### src/rtl/xrv_pkg.sv
// Shared types and constants for the RV32M iterative multiplier.
package xrv_pkg;

    // Operation encodings as they arrive from the decoder on `op`.
    typedef enum logic [1:0] {
        MUL_LO  = 2'b00,  // low word, sign-independent
        MUL_HSS = 2'b01,  // high word, signed x signed
        MUL_HSU = 2'b10,  // high word, signed x unsigned
        MUL_HUU = 2'b11   // high word, unsigned x unsigned
    } mul_op_e;

    // Control states of the shift-add sequencer.
    typedef enum logic [1:0] {
        MUL_IDLE = 2'b00,
        MUL_CALC = 2'b01,
        MUL_DONE = 2'b10
    } mul_st_e;

    // One iteration per multiplier bit.
    localparam int unsigned MUL_ITER = 32;

endpackage

### src/rtl/xrv_mul.sv
// Iterative 32x32 multiplier for the RV32M execute stage.
// Radix-2 shift-add over 32 cycles on operand magnitudes, with the sign
// reapplied to the full 64-bit product at the end.
module xrv_mul
    import xrv_pkg::*;
(
    input  logic        clk,
    input  logic        rstb,
    input  logic [31:0] multiplicand,
    input  logic [31:0] multiplier,
    input  logic [1:0]  op,
    input  logic        valid,
    input  logic        flush,
    output logic        busy,
    output logic [31:0] result,
    output logic        result_valid
);

    // Control state (reset)
    mul_st_e     state_q, state_d;
    logic [4:0]  count_q, count_d;
    logic [31:0] result_q, result_d;
    logic        result_valid_q, result_valid_d;

    // Datapath state (not reset)
    logic [63:0] acc_q, acc_d;
    logic [31:0] mcand_q, mcand_d;
    logic        neg_q, neg_d;
    mul_op_e     op_q, op_d;

    // Sequencer strobes
    logic        accept;
    logic        iterate;

    // Request decode
    mul_op_e     op_in;
    logic        rs1_signed;
    logic        rs2_signed;
    logic        rs1_neg;
    logic        rs2_neg;
    logic [31:0] rs1_mag;
    logic [31:0] rs2_mag;

    // Iteration and finish
    logic [32:0] sum;
    logic [63:0] prod;

    // Operand signedness and magnitude conversion for an incoming request.
    always_comb begin
        op_in      = mul_op_e'(op);
        rs1_signed = (op_in == MUL_HSS) || (op_in == MUL_HSU);
        rs2_signed = (op_in == MUL_HSS);
        rs1_neg    = rs1_signed && multiplicand[31];
        rs2_neg    = rs2_signed && multiplier[31];
        // 0x80000000 negates to itself and is then used as an unsigned magnitude.
        rs1_mag    = rs1_neg ? (~multiplicand + 32'd1) : multiplicand;
        rs2_mag    = rs2_neg ? (~multiplier + 32'd1) : multiplier;
    end

    // One shift-add step and the signed 64-bit product.
    always_comb begin
        sum  = {1'b0, acc_q[63:32]} + (acc_q[0] ? {1'b0, mcand_q} : 33'd0);
        prod = neg_q ? (~acc_q + 64'd1) : acc_q;
    end

    // Next-state, strobes and registered outputs.
    always_comb begin
        state_d        = state_q;
        count_d        = count_q;
        result_d       = result_q;
        result_valid_d = 1'b0;
        accept         = 1'b0;
        iterate        = 1'b0;
        case (state_q)
            MUL_IDLE: begin
                if (valid && !flush) begin
                    accept  = 1'b1;
                    count_d = '0;
                    state_d = MUL_CALC;
                end
            end
            MUL_CALC: begin
                if (flush) begin
                    state_d = MUL_IDLE;
                end else begin
                    iterate = 1'b1;
                    if (count_q == 5'(MUL_ITER - 1)) begin
                        state_d = MUL_DONE;
                    end else begin
                        count_d = count_q + 5'd1;
                    end
                end
            end
            MUL_DONE: begin
                if (flush) begin
                    state_d = MUL_IDLE;
                end else begin
                    result_d       = (op_q == MUL_LO) ? prod[31:0] : prod[63:32];
                    result_valid_d = 1'b1;
                    state_d        = MUL_IDLE;
                end
            end
            default: begin
                state_d = MUL_IDLE;
            end
        endcase
    end

    // Datapath load on accept, shift-add on each iteration.
    always_comb begin
        acc_d   = acc_q;
        mcand_d = mcand_q;
        neg_d   = neg_q;
        op_d    = op_q;
        if (accept) begin
            acc_d   = {32'd0, rs2_mag};
            mcand_d = rs1_mag;
            neg_d   = rs1_neg ^ rs2_neg;
            op_d    = op_in;
        end else if (iterate) begin
            acc_d = {sum, acc_q[31:1]};
        end
    end

    // Control and output registers with asynchronous active-low reset.
    always_ff @(posedge clk or negedge rstb) begin
        if (!rstb) begin
            state_q        <= MUL_IDLE;
            count_q        <= '0;
            result_q       <= '0;
            result_valid_q <= 1'b0;
        end else begin
            state_q        <= state_d;
            count_q        <= count_d;
            result_q       <= result_d;
            result_valid_q <= result_valid_d;
        end
    end

    // Datapath registers; their contents are only meaningful after an accept.
    always_ff @(posedge clk) begin
        acc_q   <= acc_d;
        mcand_q <= mcand_d;
        neg_q   <= neg_d;
        op_q    <= op_d;
    end

    assign busy         = (state_q != MUL_IDLE);
    assign result       = result_q;
    assign result_valid = result_valid_q;

endmodule
### config.mk
export PLATFORM = sky130hd
export DESIGN_NAME = xrv_mul
export DESIGN_NICKNAME = d
export VERILOG_FILES = /design/src/rtl/xrv_pkg.sv /design/src/rtl/xrv_mul.sv
export SDC_FILE = /design/constraint.sdc
export NUM_CORES = 1
export LEC_CHECK = 0
export BUFFER_PORTS_ARGS = -buffer_cell sky130_fd_sc_hd__clkbuf_2
export CORE_ASPECT_RATIO = 1.2
export CORE_MARGIN = 2
export CORE_UTILIZATION = 38
export CTS_BUF_LIST = sky130_fd_sc_hd__clkbuf_8
export CTS_CLUSTER_DIAMETER = 60
export DETAILED_ROUTE_END_ITERATION = 6
export PLACE_DENSITY = 0.6
export SLEW_MARGIN = 5
export SYNTH_ARGS = -nofsm -noshare
export SYNTH_HDL_FRONTEND = slang
export SYNTH_SLANG_ARGS = --single-unit
### constraint.sdc
create_clock -name clk -period 2.9 [get_ports clk]
set_input_delay 0.435 -clock clk [delete_from_list [all_inputs] [get_ports clk]]
set_output_delay 0.435 -clock clk [all_outputs]
set_load 0.03 [all_outputs]
; Word-level counts from Yosys, hierarchy flattened
; Cells that the tools add are included.
[op_classes]
reduce_logical = 13
n_div = 0
mul = 0
shift = 0
addsub = 5
n_lt_le_gt_ge = 0
eq_ne = 9
n_bitwise = 5
n_mux = 20
[op_table]
columns = op, count
row1 = $mux 32, 6
row2 = $add 32x1->32 const B, 2
row3 = $add 64x1->64 const B, 1
row4 = $mux 64, 1
row5 = $not 32->32, 2
row6 = $not 64->64, 1
row7 = $add 32x32->33, 1
row8 = $mux 5, 3
row9 = $pmux 5 s2, 1
row10 = $mux 2, 3
row11 = $ne 2x2->1 const B, 3
row12 = $reduce_bool 2->1, 3
row13 = $add 5x1->5 const B, 1
row14 = $eq 5x5->1 const B, 1
row15 = $mux 1, 5
row16 = $eq 2x1->1 const B, 2
row17 = $eq 2x2->1 const B, 2
row18 = $logic_not 2->1, 2
row19 = $pmux 2 s2, 1
row20 = $reduce_and 2->1, 2
row21 = $reduce_and 4->1, 1
row22 = $logic_and 1x1->1, 3
row23 = $ne 3x3->1 const B, 1
row24 = $logic_not 1->1, 1
row25 = 3 further kinds, 3
[word_totals]
ramBits = 0
output_inout_bits = 34
regBits = 139
elab_cells = 61
rom_bits = 0
latchBits = 0
n_memories = 0

; Depth between registers and ports, before layout
[logic_depth]
depth_word = 5
mapped_depth = 11
mapped_depth_nobuf = 10

; Worst setup path before layout
; No wires, ideal clock.
[synth_timing]
path_kind = register to register
start = register acc_q[0]
end = register acc_q[55]
setup_slack_ns = 0.053
stages_incl_launch_ff = 12
arrival_time_ns = 2.728
setup_time_ns = 0.119
path_cell_list = edfxtp_1 clkbuf_1 and2_1 ha_1 fa_1 a211oi_1 o21ai_0 a31oi_1 o21ai_0 a211oi_1 mux2i_1 nand2_1
[synth_between]
elab_chain_len = 2
[synth_lines]
columns = element, line_no
row1 = "start, declared", xrv_mul.sv:26  ; logic [63:0] acc_q, acc_d;
row2 = "start signal, assigned", xrv_mul.sv:142  ; acc_q <= acc_d;
row3 = $mux 32, xrv_mul.sv:62  ; sum = {1'b0, acc_q[63:32]} + (acc_q[0] ? {1'b0, mcand_q} : 33'd0);
row4 = $add 32x32->33, xrv_mul.sv:62
; Every way passes these cells.
; A chain may end at the register's enable or synchronous reset.

; Worst setup path in the final report
[layout_timing]
start = register acc_q[0]
end = register acc_q[56]
; Same word-level chain as after synthesis.

==> impl.org <==
** STA
- Final count of hold timing violations :: 0
- Total of endpoints with negative setup slack in the final report :: 0
- Clock skew on the completed layout was measured at 0.0122 ns.
- Measured against its own limit, the worst slew margin works out to between 30% and 40%.
- Transition at the pin with the smallest max-transition slack :: between 0.9 and 1 ns
- The tightest hold path in the finished design has a slack of approximately 0.11 ns.
- Final-layout setup total negative slack :: 0 ns
- Count of pins over their slew limit :: 0
- Counting I/O delays and the setup requirement, the final critical path takes roughly 2.8 ns.
- Maximum achievable frequency :: around 360 MHz
- Setup repair after global routing could not meet its margin everywhere.
- Portion of the clock cycle consumed by the worst path in the final layout :: a little under 100%

** GRT
- Global routing consumed, on the met2 layer, around 37% of the routing resources.
- Global routing used about 2.8% of the available met3 tracks.
- Global routing finished with a remaining overflow of 0.
- Overall routing resource usage :: about a fifth
- For this run, global-route usage on met1 was measured as between 20% and 30%.
- The first global-routing pass estimated 46.6 mm of wire.
- Maximum number of pins on one net before global-route repair :: 63
- GRT busiest layer :: met2
- The number of antenna violations at the first check in global routing came to 0.
- The number of global-route vias before repair is 8885.

** Synth
- Asr flop ratio synth :: approximately 29%
- Number of flops mapped to enable cells by yosys :: 67
- Count of different cell masters after synthesis :: between 70 and 80
- Sequential elements use a little over a third of the synthesized area.
- After synthesis, the mean cell area works out to between 8 and 9 um2.
- Synthesis-stage register bit count :: approximately 140
- Counting every net in the synthesized netlist gives 1287.
- In the synthesized netlist the dominant register cell turns out to be sky130_fd_sc_hd__edfxtp_1.
- Total number of yosys warnings :: 0
- Number of standard cells after synthesis :: 1178
- In this run the cell area of the synthesized design comes to roughly 10000 um2.

** Setup path
- Classification of the worst setup path :: register to register
- Crit path max-delay cell type :: sky130_fd_sc_hd__edfxtp_1
- STA puts the critical path data required time at between 3 and 4 ns.
- On the critical path the largest part of the delay comes from compound AO/OA/AOI/OAI gates.
- Crit path cell chain :: buf_8 > and2_1 > ha_1 > o211ai_1 > a21oi_2 > nand4_1 > buf_4 > a211oi_4 > o21ai_0 > and3_1 > o31ai_1
- Sort of element at the end of the critical path :: register
- In this run the number of cells on the critical path is 11.
- For flop-to-flop paths, the worst setup slack is about 0.11 ns.
- Delay contributed by the slowest stage of the critical path :: 0.49 ns
- The critical path contains buffers and inverters numbering 2 combined.
- Crit start category :: register
- Data on the critical path arrives at its endpoint at 3.18 ns.
- The number of cells on the worst reg-to-reg path is 11.
- The endpoint identified for the worst register-to-register timing path is acc_q[56]$_SDFFE_PP0P_.
- In this run the worst path has a maximum fanout of 28.
- The worst register-to-register path begins at acc_q[0]$_DFFE_PP_.

** Place
- Routability Congestion :: around 0.93
- IO Port Bufs :: between 100 and 150
- The HPWL after detailed placement is approximately 23 mm.

** Final layout
- Count of nets after finishing :: 1459
- In the layout the commonest cells are sky130_fd_sc_hd__nand2_1, sky130_fd_sc_hd__buf_4, sky130_fd_sc_hd__o21ai_0, sky130_fd_sc_hd__clkbuf_2, sky130_fd_sc_hd__nor2_1.
- Antenna diodes :: 0
- Leaving out fill and tap cells, the most frequent cell in the layout is sky130_fd_sc_hd__nand2_1.
- Relative to the synthesized area, the layout overhead comes to 20.6%.
- Final design utilization :: 46.4%
- The post-route netlist has 21.6% of its cells at a drive strength greater than 1.
- Layout filler cell count :: between 2k and 3k

** Clock tree
- TritonCTS built the clock tree.
- Buffers inserted to repair hold after CTS numbered 0.
- CTS Buffer Depth :: 2
- In this run the clock root is driven by a sky130_fd_sc_hd__clkbuf_8.
- Clock edge transition at the registers on the reported setup and hold paths :: around 0.08 ns
- Counting the buffers created by CTS gives 17.
- Worst-Skew Late Latency :: about 0.48 ns
- The clock drives 139 sinks.
- The H-tree generated during clock tree synthesis spans 4 levels.

** Floorplan
- Die extent in x :: 153 um
- Initial cell density of the core :: 38.5%
- In this run the count of I/O pins placed on the die edge is around 100.
- The die is roughly 180 um tall.
- Core region area :: roughly 26000 um2
- Placement row count :: 65
- The floorplan step defined a die boundary enclosing approximately 28000 um2.

** Pwr
- Across the VDD grid, the largest voltage drop is about 0.3 mV.
- Pwr dens :: around 560 nW/um2
- Net switching is between 30% and 40% of the power.
- Cell internal power was estimated by the tool at roughly 4.2 mW.
- Switching power of the nets :: 2.57 mW
- Leak Pwr :: ~5.0 nW
- The clock network accounts for between 20% and 30% of the total power.
- Power share of the combinational group :: a little under two fifths
- Per report_power, the sequential group accounts for a little under two fifths of the total.

** Drt
- The first detailed-routing pass took 5 iterations.
- Count of vias placed by the detailed router :: about 9.3k
- DR WL/cell :: around 17 um
- For this run, design rule violations remaining after detail routing come to 0.
- The routed design has 29.6 mm of wire.
- In this run the remaining antenna-violating nets after routing total 0.
- Using the TritonRoute via totals, the vias-per-cell ratio works out to ~5.5.
- In this run, the number of DRC markers left after iteration 0 of detailed routing was 725.

** Worst hold path
- Hold crit path type :: primary input to async pin

** Run status
- The run finished with clean final reports.

** Job
- Across the run, the number of max-cap violations was 0.
## power by group through the flow
| stage | Sequential (mW) | Combinational [mW] | Clock, mW |
|---|---|---|---|
| 2_1_floorplan | 2.57 | 1.56 | 0 |
| 3_3_place_gp | 2.64 | 2.43 | 0 |
| 3_5_place_dp | 2.65 | 2.44 | 0 |
| 4_1_cts | 2.61 | 2.45 | 1.68 |
| 5_1_grt | 2.64 | 2.78 | 1.75 |
| 6_report | 2.62 | 2.53 | 1.67 |
## Yosys cell counts, drive strengths merged, types with 21 or more instances
cell	number	area (um2)
a21oi	86	430
and2	41	257
clkbuf	53	199
dfrtp	40	1000
dfxtp	32	641
edfxtp	67	2010
ha	38	475
inv	21	78.8
nand2	148	556
nand3	22	115
nor2	86	323
nor3	35	196
o21ai	111	556
o31ai	25	193
xnor2	72	631
xor2	62	543
## metal layers
metal | vias to the layer above | share of wire (%)
li1 | 4654 | -
met1 | 4396 | 45
met2 | 246 | 49
met3 | 36 | 3.9
met4 | 0 | 1.7
met5 | - | 0
## sequential cells by signal, indices dropped and copies added (netlist names)
signal        count
acc_q            64
count_q           5
mcand_q          32
result_valid      1
state_q           2
op_q              2
result           32
neg_q             1
## area by class of cell
class / instances / area, um2 / area share [%]
multi-input combinational: 960 / 6270 / 51.6
clock buffer: 18 / 248 / 2.04
tap: 335 / 419 / 3.45
timing repair buffer: 209 / 1320 / 10.9
clock inverter: 14 / 156 / 1.29
inverter: 23 / 86.3 / 0.710
sequential: 139 / 3650 / 30.1
## logic make-up after synthesis
group	share of synthesized area [%]
XOR/XNOR	11.6
buffers and inverters	3.03
flip-flops	36.3
adder cells (fa/ha/maj)	4.92
AND/OR/NAND/NOR	22.3
AO/OA/AOI/OAI	20.9
multiplexers	0.919
## worst max-delay path by stage
stage                                  start  slack, ns                      to
after floorplan           acc_q[0]$_DFFE_PP_       0.05  acc_q[55]$_SDFFE_PP0P_
after global placement    acc_q[0]$_DFFE_PP_      -0.18  acc_q[60]$_SDFFE_PP0P_
after detailed placement  acc_q[0]$_DFFE_PP_      -0.18  acc_q[60]$_SDFFE_PP0P_
after CTS                 acc_q[0]$_DFFE_PP_      0.003  acc_q[51]$_SDFFE_PP0P_
after global routing      acc_q[0]$_DFFE_PP_      -0.05  acc_q[56]$_SDFFE_PP0P_
final                     acc_q[0]$_DFFE_PP_       0.11  acc_q[56]$_SDFFE_PP0P_
## what timing repair did
item,4_1_cts,5_1_grt
pin swaps,0,7
resized for setup,6,28
buffers inserted,0,1
endpoints found under the setup margin,7,19
## worst reg2reg max path, cell delays in order (launching register included)
cell and delay, ns:
sky130_fd_sc_hd__edfxtp_1 0.49, sky130_fd_sc_hd__buf_8 0.20, sky130_fd_sc_hd__and2_1 0.14, sky130_fd_sc_hd__ha_1 0.31
sky130_fd_sc_hd__o211ai_1 0.14, sky130_fd_sc_hd__a21oi_2 0.19, sky130_fd_sc_hd__nand4_1 0.21, sky130_fd_sc_hd__buf_4 0.22
sky130_fd_sc_hd__a211oi_4 0.25, sky130_fd_sc_hd__o21ai_0 0.16, sky130_fd_sc_hd__and3_1 0.19, sky130_fd_sc_hd__o31ai_1 0.20
## through the flow
step / setup WS [ns] / area (um2) / total power, mW / cells
after floorplan: 0.0527 / 10100 / 4.14 / 1178
after global placement: -0.185 / 11600 / 5.07 / 1665
after detailed placement: -0.181 / 11600 / 5.09 / 1665
after CTS: 0.00294 / 12000 / 6.74 / 1697
after global routing: -0.0464 / 12200 / 7.18 / 1698
final: 0.105 / 12200 / 6.82 / 1698
Note: power is estimated with default switching activity, not from simulation.
